$ cat config.mk
export PLATFORM = sky130hd
export DESIGN_NAME = drain_counter
export DESIGN_NICKNAME = d
export VERILOG_FILES = /design/src/rtl/fft_pkg.sv /design/src/rtl/drain_counter.sv
export SDC_FILE = /design/constraint.sdc
export NUM_CORES = 1
export LEC_CHECK = 0
export CORE_ASPECT_RATIO = 0.6
export CORE_UTILIZATION = 40
export DETAILED_ROUTE_END_ITERATION = 6
export PLACE_DENSITY = 0.69
export SLEW_MARGIN = 20
export SYNTH_ARGS = -nofsm -noshare
export SYNTH_HDL_FRONTEND = slang
export SYNTH_SLANG_ARGS = --single-unit
$ cat constraint.sdc
create_clock -name clk -period 2.5 [get_ports clk]
set_input_delay 0.5 -clock clk [delete_from_list [all_inputs] [get_ports clk]]
set_output_delay 0.5 -clock clk [all_outputs]
set_load 0.005 [all_outputs]
$ cat src/rtl/fft_pkg.sv
// Shared definitions for the FFT-256 sample buffer sequencers.
package fft_pkg;

   localparam int CNT_W = 7;

   typedef enum logic [1:0] {
      IDLE  = 2'd0,
      READ  = 2'd1,
      FLUSH = 2'd2
   } drain_state_t;

endpackage

$ cat src/rtl/drain_counter.sv
// Read-side sequencer for the FFT-256 sample buffer: walks addresses 0..thresh-1
// into a 1-cycle-latency RAM and presents each sample with valid/ready handshake.
//
// state | meaning
// ------+--------------------------------------------------------------
// IDLE  | no burst; waiting for start with a nonzero thresh
// READ  | issuing reads, one per cycle unless the output beat is stalled
// FLUSH | final read issued; waiting for the last beat to be accepted
module drain_counter #(
   parameter int CNT_W = fft_pkg::CNT_W
) (
   input  logic             clk,
   input  logic             rst_n,
   input  logic [CNT_W-1:0] thresh,
   input  logic             start,
   input  logic             out_ready,
   output logic             rd_en,
   output logic [CNT_W-1:0] rd_addr,
   output logic             out_valid,
   output logic             out_last,
   output logic             busy,
   output logic             empty,
   output logic             done,
   output logic             start_err
);

   import fft_pkg::*;

   drain_state_t     state;
   drain_state_t     state_nxt;
   logic [CNT_W-1:0] cnt;
   logic [CNT_W-1:0] len;
   logic             last_rd;
   logic             start_ok;
   logic             last_acc;

   assign last_rd  = (cnt == len - CNT_W'(1));
   assign start_ok = (state == IDLE) && start && (thresh != '0);
   assign last_acc = out_valid && out_ready && out_last;
   assign rd_addr  = cnt;
   assign empty    = (state == IDLE);
   assign busy     = (state != IDLE);

   // State register.
   always_ff @(posedge clk or negedge rst_n) begin
      if (!rst_n) begin
         state <= IDLE;
      end else begin
         state <= state_nxt;
      end
   end

   // Next-state and read strobe; a read is issued only when the output slot is free.
   always_comb begin
      state_nxt = state;
      rd_en     = 1'b0;
      case (state)
         IDLE: begin
            if (start_ok) state_nxt = READ;
         end
         READ: begin
            rd_en = !out_valid || out_ready;
            if (rd_en && last_rd) state_nxt = FLUSH;
         end
         FLUSH: begin
            if (last_acc) state_nxt = IDLE;
         end
         default: state_nxt = IDLE;
      endcase
   end

   // Burst length capture and address counter; the counter stops at len-1.
   always_ff @(posedge clk or negedge rst_n) begin
      if (!rst_n) begin
         len <= '0;
         cnt <= '0;
      end else if (start_ok) begin
         len <= thresh;
         cnt <= '0;
      end else if (rd_en && !last_rd) begin
         cnt <= cnt + CNT_W'(1);
      end
   end

   // Output beat register: loads on a read, clears once accepted, holds while stalled.
   always_ff @(posedge clk or negedge rst_n) begin
      if (!rst_n) begin
         out_valid <= 1'b0;
         out_last  <= 1'b0;
      end else if (rd_en) begin
         out_valid <= 1'b1;
         out_last  <= last_rd;
      end else if (out_ready) begin
         out_valid <= 1'b0;
         out_last  <= 1'b0;
      end
   end

   // Status pulses: done after the last accepted beat, start_err on a rejected start.
   always_ff @(posedge clk or negedge rst_n) begin
      if (!rst_n) begin
         done      <= 1'b0;
         start_err <= 1'b0;
      end else begin
         done      <= (state == FLUSH) && last_acc;
         start_err <= start && ((state != IDLE) || (thresh == '0));
      end
   end

endmodule

[After elaboration in Yosys (flattened, before gate mapping)]
Index checks and enable logic that the tools add are counted.
W data, S select, Z words.
Word-level totals
  register bits: 20
  output and inout bits: 14
Operators by class
  equal/unequal tests: 6
  muxes and demuxes: 10
  $add $sub $neg: 2
  reduce and logical (&&, ||, !) cells: 19
Operator list (count)
  $mux W7: 2
  $logic_and A1 B1 Y1: 8
  $add A7 B1 Y7 const B: 1
  $eq A7 B7 Y1: 1
  $logic_not A7 Y1: 1
  $reduce_bool A7 Y1: 1
  $sub A7 B1 Y7 const B: 1
  $mux W2: 3
  $pmux W2 S3: 1
  $reduce_bool A2 Y1: 3
  $mux W1: 4
  $ne A2 B2 Y1 const B: 2
  $reduce_and A3 Y1: 1
  $eq A2 B1 Y1 const B: 1
  $eq A2 B2 Y1 const B: 1
  $logic_not A1 Y1: 2
  $logic_not A2 Y1: 1
  $logic_or A1 B1 Y1: 2
  $ne A2 B1 Y1 const B: 1

[Depth between registers and ports, before layout]
Gate-level depths: netlist of run 1.
  word-level depth: 6
  mapped depth: 8
  depth with buffers taken out: 8

[Worst setup path before layout of run 1]
Ideal clock, no wire load.
  path type: register to register
  start point: register len[0]
  end point: register cnt[5] (netlist: rd_addr[5])
  arrival: 2.361 ns
  path slack: 0.059 ns
  path buffers: 0
  cell stages (with the launch flop): 9
  clock period less this slack: 2.441 ns
  cells stage by stage: dfrtp_1 -> inv_1 -> ha_1 -> or3b_4 -> or4_4 -> a2111oi_4 -> a31oi_4 -> nand4_1 -> mux2i_1
On the way
  word-level cells in the longest chain between the ends: 5
RTL lines
  start, declared: line drain_counter.sv:32  | logic [CNT_W-1:0] len;
  start signal, assigned: line drain_counter.sv:78  | len <= thresh;
  $sub A7 B1 Y7: line drain_counter.sv:37  | assign last_rd = (cnt == len - CNT_W'(1));
  $eq A7 B7 Y1: line drain_counter.sv:37
  $logic_not A1 Y1: line drain_counter.sv:80  | end else if (rd_en && !last_rd) begin
  $logic_and A1 B1 Y1: line drain_counter.sv:80
  $reduce_bool A2 Y1 (no source line)
  end signal, assigned: line drain_counter.sv:81  | cnt <= cnt + CNT_W'(1);
  end, declared: line drain_counter.sv:31  | logic [CNT_W-1:0] cnt;
Every way passes these cells.
A chain may end at the register's enable or synchronous reset.

[Final worst setup path of run 1]
  start point: register len[1]
  end point: register cnt[4] (netlist: rd_addr[4])
The elaborated chain is that of the path after synthesis.

==> summary.md, run 1 <==
| Metric | Value |
|---|---|
| Status | `finished, violations left` |
| Violated checks | `setup timing` |
| RSZ-0062 raised after global routing | `true` |
| Register area | `500 µm²` |
| DR vias | `890` |
| Vias/cell | `5.20` |
| Mapped Area | `1100 µm²` |
| Fraction of layout cells with a size suffix above 1 | `21.6%` |
| # IOs | `25` |
| EDFF count, synth | `0` |
| Ant diodes | `0` |
| Global-route wire length before repair | `3780 µm` |
| P&R area growth vs syn | `38.0%` |
| Most frequent cells in the layout | `clkdlybuf4s50_1, dfrtp_1, nand2_1` |
| Final Setup Violations | `5` |
| Post-DRT Antenna Nets | `0` |
| Area of the multi-input gates | `589 µm²` |
| Main synth FF type | `dfrtp_1` |
| Final Max Tran Viols | `0` |
| Final cell count without fillers | `171` |
| Synth Area per Inst | `10.7 µm²` |
| Ys Warns | `0` |
| Total Wirelength | `2330 µm` |
| Synth Area in XOR/XNOR | `6.36%` |
| Worst min path class | `reg -> reg` |
| Synth async-reset ratio | `100%` |
| Die height | `42.6 µm` |
| 1st-pass router iterations | `4` |
| PortBufs | `24` |
| Crit path max fanout | `7` |
| Max Root-Sink Buffers | `2` |
| CP arrival | `2.72 ns` |
| Row cnt | `14` |
| Worst path required time | `2.69 ns` |
| Final Skew | `0.00982 ns` |
| Routability congestion estimate | `0.739` |
| Fin nets | `153` |
| Final period util | `101%` |
| Synthesized net count | `116` |
| Tot GR Track Use | `16.9%` |
| Startpoint Class | `register` |
| # DRC | `0` |
| Fmax | `395 MHz` |
| Core area | `2560 µm²` |
| Skew-Pair Late Insertion Delay | `0.26 ns` |
| Mux cell area share after synthesis | `12.6%` |
| Cts bufs inserted | `3` |
| Fin. Hold Viols | `0` |
| HPWL after DPL | `1670 µm` |
| Cells after Synth | `103` |
| Cell count after placement | `165` |
| Fillers | `218` |
| Post-synthesis adder-cell area fraction | `2.27%` |
| Slew @ Worst Pin | `0.419 ns` |
| Crit end category | `register` |
| Initial Util | `43.1%` |
| Initial antenna violation count | `0` |
| Maxcap violations | `0` |
| Fin crit period | `2.53 ns` |
| Number of global-route vias before repair | `787` |
| Hold_buf cts | `0` |
| Seq cells post-synth | `20` |
| Root Driver | `clkbuf_8` |
| Leak | `0.667 nW` |
| CTS Sinks | `20` |
| Largest net degree at the start of global routing | `21` |
| Compound-Gate Fraction of Synth Area | `10.0%` |
| Total Neg Setup Slack | `-0.123 ns` |
| Peak VDD IR | `625 µV` |
| Power Density | `1100 nW/µm²` |
| Reg clk slew, reported paths | `0.08 ns` |
| Die W | `69.7 µm` |
| CTS tree | `built` |
| Worst setup margin | `-0.0318 ns` |
| WL/cell | `13.6 µm` |
| Number of distinct library cells after synthesis | `32` |
| H-tree Lvls | `1` |
| Iteration-0 DRC Markers | `39` |
| GRT overflow | `0` |
| WS Path Type | `reg -> reg` |
| Largest family of logic cells by synthesized area | `simple AND/OR/NAND/NOR gates` |
| Sequential area share after synthesis | `45.5%` |
| Post-synthesis simple-gate area fraction | `20.9%` |
| Most common cell after layout, fill and taps aside | `clkdlybuf4s50_1` |
| Worst slew margin | `72.0%` |
| Die area | `2970 µm²` |
-- timing repair --
item,in CTS,in global routing
resized for setup,0,4
gates cloned,0,0
pin swaps,1,7
setup buffers,0,2
setup endpoints to repair,4,7
-- through the flow --
stage	power [mW]	setup WS, ns	area [µm²]	util, %	hold slack, ns
after floorplan	1.07	0.0594	1100	-	0.204
after global placement	1.36	0.0280	1430	56.1	0.515
after detailed placement	1.38	0.00338	1430	56.1	0.525
after CTS	1.64	0.0285	1490	58.2	0.542
after global routing	1.78	-0.134	1520	59.4	0.559
final	1.67	-0.0318	1520	59.4	0.543
-- area by class of cell --
type	count	area share, %
Timing Repair Buffer	34	20.8
Tap cell	32	2.64
Clock buffer	4	3.62
Inverter	5	1.24
Sequential cell	20	32.9
Multi-Input combinational cell	76	38.8
-- registers in the layout, summed over array words and instances, names as in the netlist --
register and count:
len 7, rd_addr 7, state 2, done 1, out_last 1, out_valid 1
start_err 1
-- cells by family after synthesis --
group | count (synthesis)
flops | 20
buf+inv | 7
fa+ha+maj | 2
compound gates | 11
xor+xnor | 8
mux | 13
simple gates | 42
-- final timing paths --
kind                                          from                      to  slack, ns  cells after the start
worst max-delay path            len[1]$_DFFE_PN0P_  rd_addr[4]$_DFFE_PN0P_      -0.03                      8
worst min-delay path            len[6]$_DFFE_PN0P_      len[6]$_DFFE_PN0P_       0.54                      1
worst max register to register  len[1]$_DFFE_PN0P_  rd_addr[4]$_DFFE_PN0P_      -0.03                      8
worst min register to register  len[6]$_DFFE_PN0P_      len[6]$_DFFE_PN0P_       0.54                      1
max in group asynchronous                    rst_n     start_err$_DFF_PN0_       1.72                      2
min in group asynchronous                    rst_n  rd_addr[4]$_DFFE_PN0P_       0.57                      2
-- synthesized netlist by cell type, drive strengths merged (2+ instances only) --
cell type  instances  area [µm²]
nor2               4        15.0
nand4              4        25.0
nand2             12        45.0
or4                2        18.8
xnor2              7        61.3
clkbuf             2        7.51
mux2i              6        60.1
o21ai              3        15.0
dfrtp             20         500
nand2b             4        25.0
mux2               7        78.8
ha                 2        25.0
nor3               2        10.0
inv                5        18.8
nor2b              5        31.3
nand3              3        15.0
-- power by group --
group | leakage, nW | internal, mW | switching (mW)
registers | 0.247 | 0.435 | 0.143
logic | 0.391 | 0.465 | 0.375
clock network | 0.0288 | 0.140 | 0.110
-- worst max-delay path, cell delays in order (launching register included) --
cell       delay (ns)
dfrtp_1          0.38
inv_1            0.07
ha_2             0.18
or3b_4           0.39
or4_4            0.44
a2111oi_4        0.47
a31oi_4          0.19
nand4_1          0.15
mux2i_1          0.19
-- routing by layer --
metal | wire length [µm] | global-route usage [%] | vias up | share of wire, %
met3 | 135 | 6.01 | 2 | 5.8
met1 | 1220 | 23.9 | 429 | 52
li1 | - | - | 433 | -
met2 | 966 | 24.9 | 26 | 41
met4 | 8 | 3.60 | 0 | 0.34
met5 | 0 | 0 | - | 0
(Power assumes the default switching activity.)
==> inputs of run 2 (changes only) <==
--- a/config.mk
+++ b/config.mk
@@ -5,6 +5,7 @@
 export SDC_FILE = /design/constraint.sdc
 export NUM_CORES = 1
 export LEC_CHECK = 0
+export CAP_MARGIN = 0
 export CORE_ASPECT_RATIO = 0.6
 export CORE_UTILIZATION = 40
 export DETAILED_ROUTE_END_ITERATION = 6
==> results of run 2 <==
The final DEF is identical to that of run 1; final timing and power are the same.
==> inputs of run 3 (changes only) <==
--- a/config.mk
+++ b/config.mk
@@ -6,7 +6,7 @@
 export NUM_CORES = 1
 export LEC_CHECK = 0
 export CAP_MARGIN = 0
-export CORE_ASPECT_RATIO = 0.6
+export CORE_ASPECT_RATIO = 0.5
 export CORE_UTILIZATION = 40
 export DETAILED_ROUTE_END_ITERATION = 6
 export PLACE_DENSITY = 0.69
==> summary.md, run 3 (synthesis gave the netlist of run 1 again) <==
| Metric | Value |
|---|---|
| Most common cell after layout, fill and taps aside | `clkdlybuf4s50_1 (unchanged)` |
| Post-DRT Antenna Nets | `0 (unchanged)` |
| Largest net degree at the start of global routing | `21 (unchanged)` |
| Slew @ Worst Pin | `0.371 ns (was 0.419 ns)` |
| Peak VDD IR | `601 µV (was 625 µV)` |
| Die height | `39.1 µm (was 42.6 µm)` |
| H-tree Lvls | `1 (unchanged)` |
| Leak | `0.662 nW (was 0.667 nW)` |
| Total Wirelength | `2180 µm (was 2330 µm)` |
| RSZ-0062 raised after global routing | `true (unchanged)` |
| Ant diodes | `0 (unchanged)` |
| WL/cell | `12.5 µm (was 13.6 µm)` |
| Final Setup Violations | `0 (was 5)` |
| Worst path required time | `2.68 ns (was 2.69 ns)` |
| Fmax | `409 MHz (was 395 MHz)` |
| Row cnt | `13 (was 14)` |
| Routability congestion estimate | `0.747 (was 0.739)` |
| Final Max Tran Viols | `0 (unchanged)` |
| Worst setup margin | `0.0555 ns (was -0.0318 ns)` |
| Status | `complete, no violations (was finished, violations left)` |
| HPWL after DPL | `1640 µm (was 1670 µm)` |
| Worst slew margin | `75.1% (was 72.0%)` |
| Root Driver | `clkbuf_8 (unchanged)` |
| 1st-pass router iterations | `4 (unchanged)` |
| Power share of the clock group | `13.1% (was 15.0%)` |
| Power Density | `1070 nW/µm² (was 1100 nW/µm²)` |
| Die W | `76.2 µm (was 69.7 µm)` |
| Initial antenna violation count | `0 (unchanged)` |
| Global-route wire length before repair | `3460 µm (was 3780 µm)` |
| Skew-Pair Late Insertion Delay | `0.25 ns (was 0.26 ns)` |
| Startpoint Class | `register (unchanged)` |
| CP arrival | `2.62 ns (was 2.72 ns)` |
| NetSw | `0.594 mW (was 0.628 mW)` |
| Int Pwr | `1.01 mW (was 1.04 mW)` |
| Total Neg Setup Slack | `0 ns (was -0.123 ns)` |
| Final period util | `97.8% (was 101%)` |
| CTS Sinks | `20 (unchanged)` |
| Crit end category | `register (unchanged)` |
| CTS tree | `built (unchanged)` |
| Comb pwr share | `51.4% (was 50.3%)` |
| Fraction of layout cells with a size suffix above 1 | `18.8% (was 21.6%)` |
| Final Skew | `0.00388 ns (was 0.00982 ns)` |
| DR vias | `839 (was 890)` |
| Iteration-0 DRC Markers | `55 (was 39)` |
| Hold WS | `0.554 ns (was 0.543 ns)` |
| GRT overflow | `0 (unchanged)` |
| P&R area growth vs syn | `36.1% (was 38.0%)` |
| Fillers | `236 (was 218)` |
| Vias/cell | `4.79 (was 5.20)` |
| # DRC | `0 (unchanged)` |
| Max Root-Sink Buffers | `2 (unchanged)` |
| # IOs | `25 (unchanged)` |
| Number of global-route vias before repair | `707 (was 787)` |
| PortBufs | `24 (unchanged)` |
| Fin. Hold Viols | `0 (unchanged)` |
| Reg clk slew, reported paths | `0.07 ns (was 0.08 ns)` |
| Core Util, Final | `57.6% (was 59.4%)` |
| Fin nets | `153 (unchanged)` |
| Switching Share | `37.0% (was 37.6%)` |
| WS Path Type | `reg -> reg (unchanged)` |
| Cts bufs inserted | `3 (unchanged)` |
| Tot GR Track Use | `16.0% (was 16.9%)` |
| Worst min path class | `reg -> reg (unchanged)` |
| Fin crit period | `2.44 ns (was 2.53 ns)` |
| Die area | `2980 µm² (was 2970 µm²)` |
| Cell count after placement | `171 (was 165)` |
| Seq pwr share | `35.5% (was 34.7%)` |
| Maxcap violations | `0 (unchanged)` |
| Initial Util | `42.3% (was 43.1%)` |
| Most frequent cells in the layout | `clkdlybuf4s50_1, dfrtp_1, nand2_1 (unchanged)` |
| Worst slack, placed | `0.0183 ns (was 0.00338 ns)` |
| Final cell count without fillers | `175 (was 171)` |
| Core area | `2600 µm² (was 2560 µm²)` |
| Crit path max fanout | `7 (unchanged)` |
-- run 3: cell types whose count changed in the layout (fill, tap and decap cells not counted) --
cell      previous run  this run
clkbuf_8             4         3
ha_1                 1         2
ha_2                 1         0
nand2_1             12        11
nand2_2              0         1
nand3_1              1         3
nand3_2              2         0
nor2_1               3         4
nor2_2               1         0
-- run 3: area by class of cell --
| cell class | count | area, µm² | area share (%) |
|---|---|---|---|
| Multi-Input combinational cell | 76 | 577 | 38.5 |
| Inverter | 5 | 18.8 | 1.25 |
| Sequential cell | 20 | 500 | 33.4 |
| Tap cell | 37 | 46.3 | 3.09 |
| Timing Repair Buffer | 34 | 315 | 21.0 |
| Clock buffer | 3 | 41.3 | 2.75 |
-- run 3: worst paths after layout --
check                      depth (start not counted)                      to                 start  slack (ns)
setup / recovery                                   8  rd_addr[5]$_DFFE_PN0P_    len[0]$_DFFE_PN0P_        0.06
hold / removal                                     2   out_valid$_DFFE_PN0P_  state[0]$_DFFE_PN0P_        0.55
setup reg to reg                                   8  rd_addr[5]$_DFFE_PN0P_    len[0]$_DFFE_PN0P_        0.06
hold reg to reg                                    2   out_valid$_DFFE_PN0P_  state[0]$_DFFE_PN0P_        0.55
max in group asynchronous                          2      len[1]$_DFFE_PN0P_                 rst_n        1.71
min in group asynchronous                          2          done$_DFF_PN0_                 rst_n        0.58
-- run 3: per-layer routing --
metal / wire length, µm / up-vias / global-route usage, %
met1: 1150 / 387 / 21.7
met2: 929 / 17 / 25.2
li1: - / 435 / -
met3: 102 / 0 / 6.12
met4: 0 / 0 / 1.44
met5: 0 / - / 0
-- run 3: timing repair --
action	in CTS	in global routing
pin swaps	1	2
setup endpoints to repair	2	7
hold buffers	0	0
gates resized for setup	0	1
setup buffers	0	1
-- run 3: power groups by stage --
stage	logic (mW)	registers [mW]	clock network [mW]
CTS	0.820	0.571	0.220
detailed placement	0.817	0.576	0
global route	0.901	0.593	0.234
global placement	0.806	0.579	0
finish	0.826	0.570	0.210
floorplan	0.513	0.554	0
-- run 3: stage by stage --
step | instance area, µm² | total power, mW
after floorplan | 1100 | 1.07
after global placement | 1450 | 1.38
after detailed placement | 1450 | 1.39
after CTS | 1490 | 1.61
after global routing | 1500 | 1.73
final | 1500 | 1.61
-- run 3: critical path, stage by stage, from the launching register on --
cell	delay [ns]
dfrtp_1	0.38
inv_1	0.06
ha_1	0.15
or3b_4	0.38
or4_4	0.50
a2111oi_4	0.39
a31oi_4	0.18
nand4_1	0.14
mux2i_1	0.19
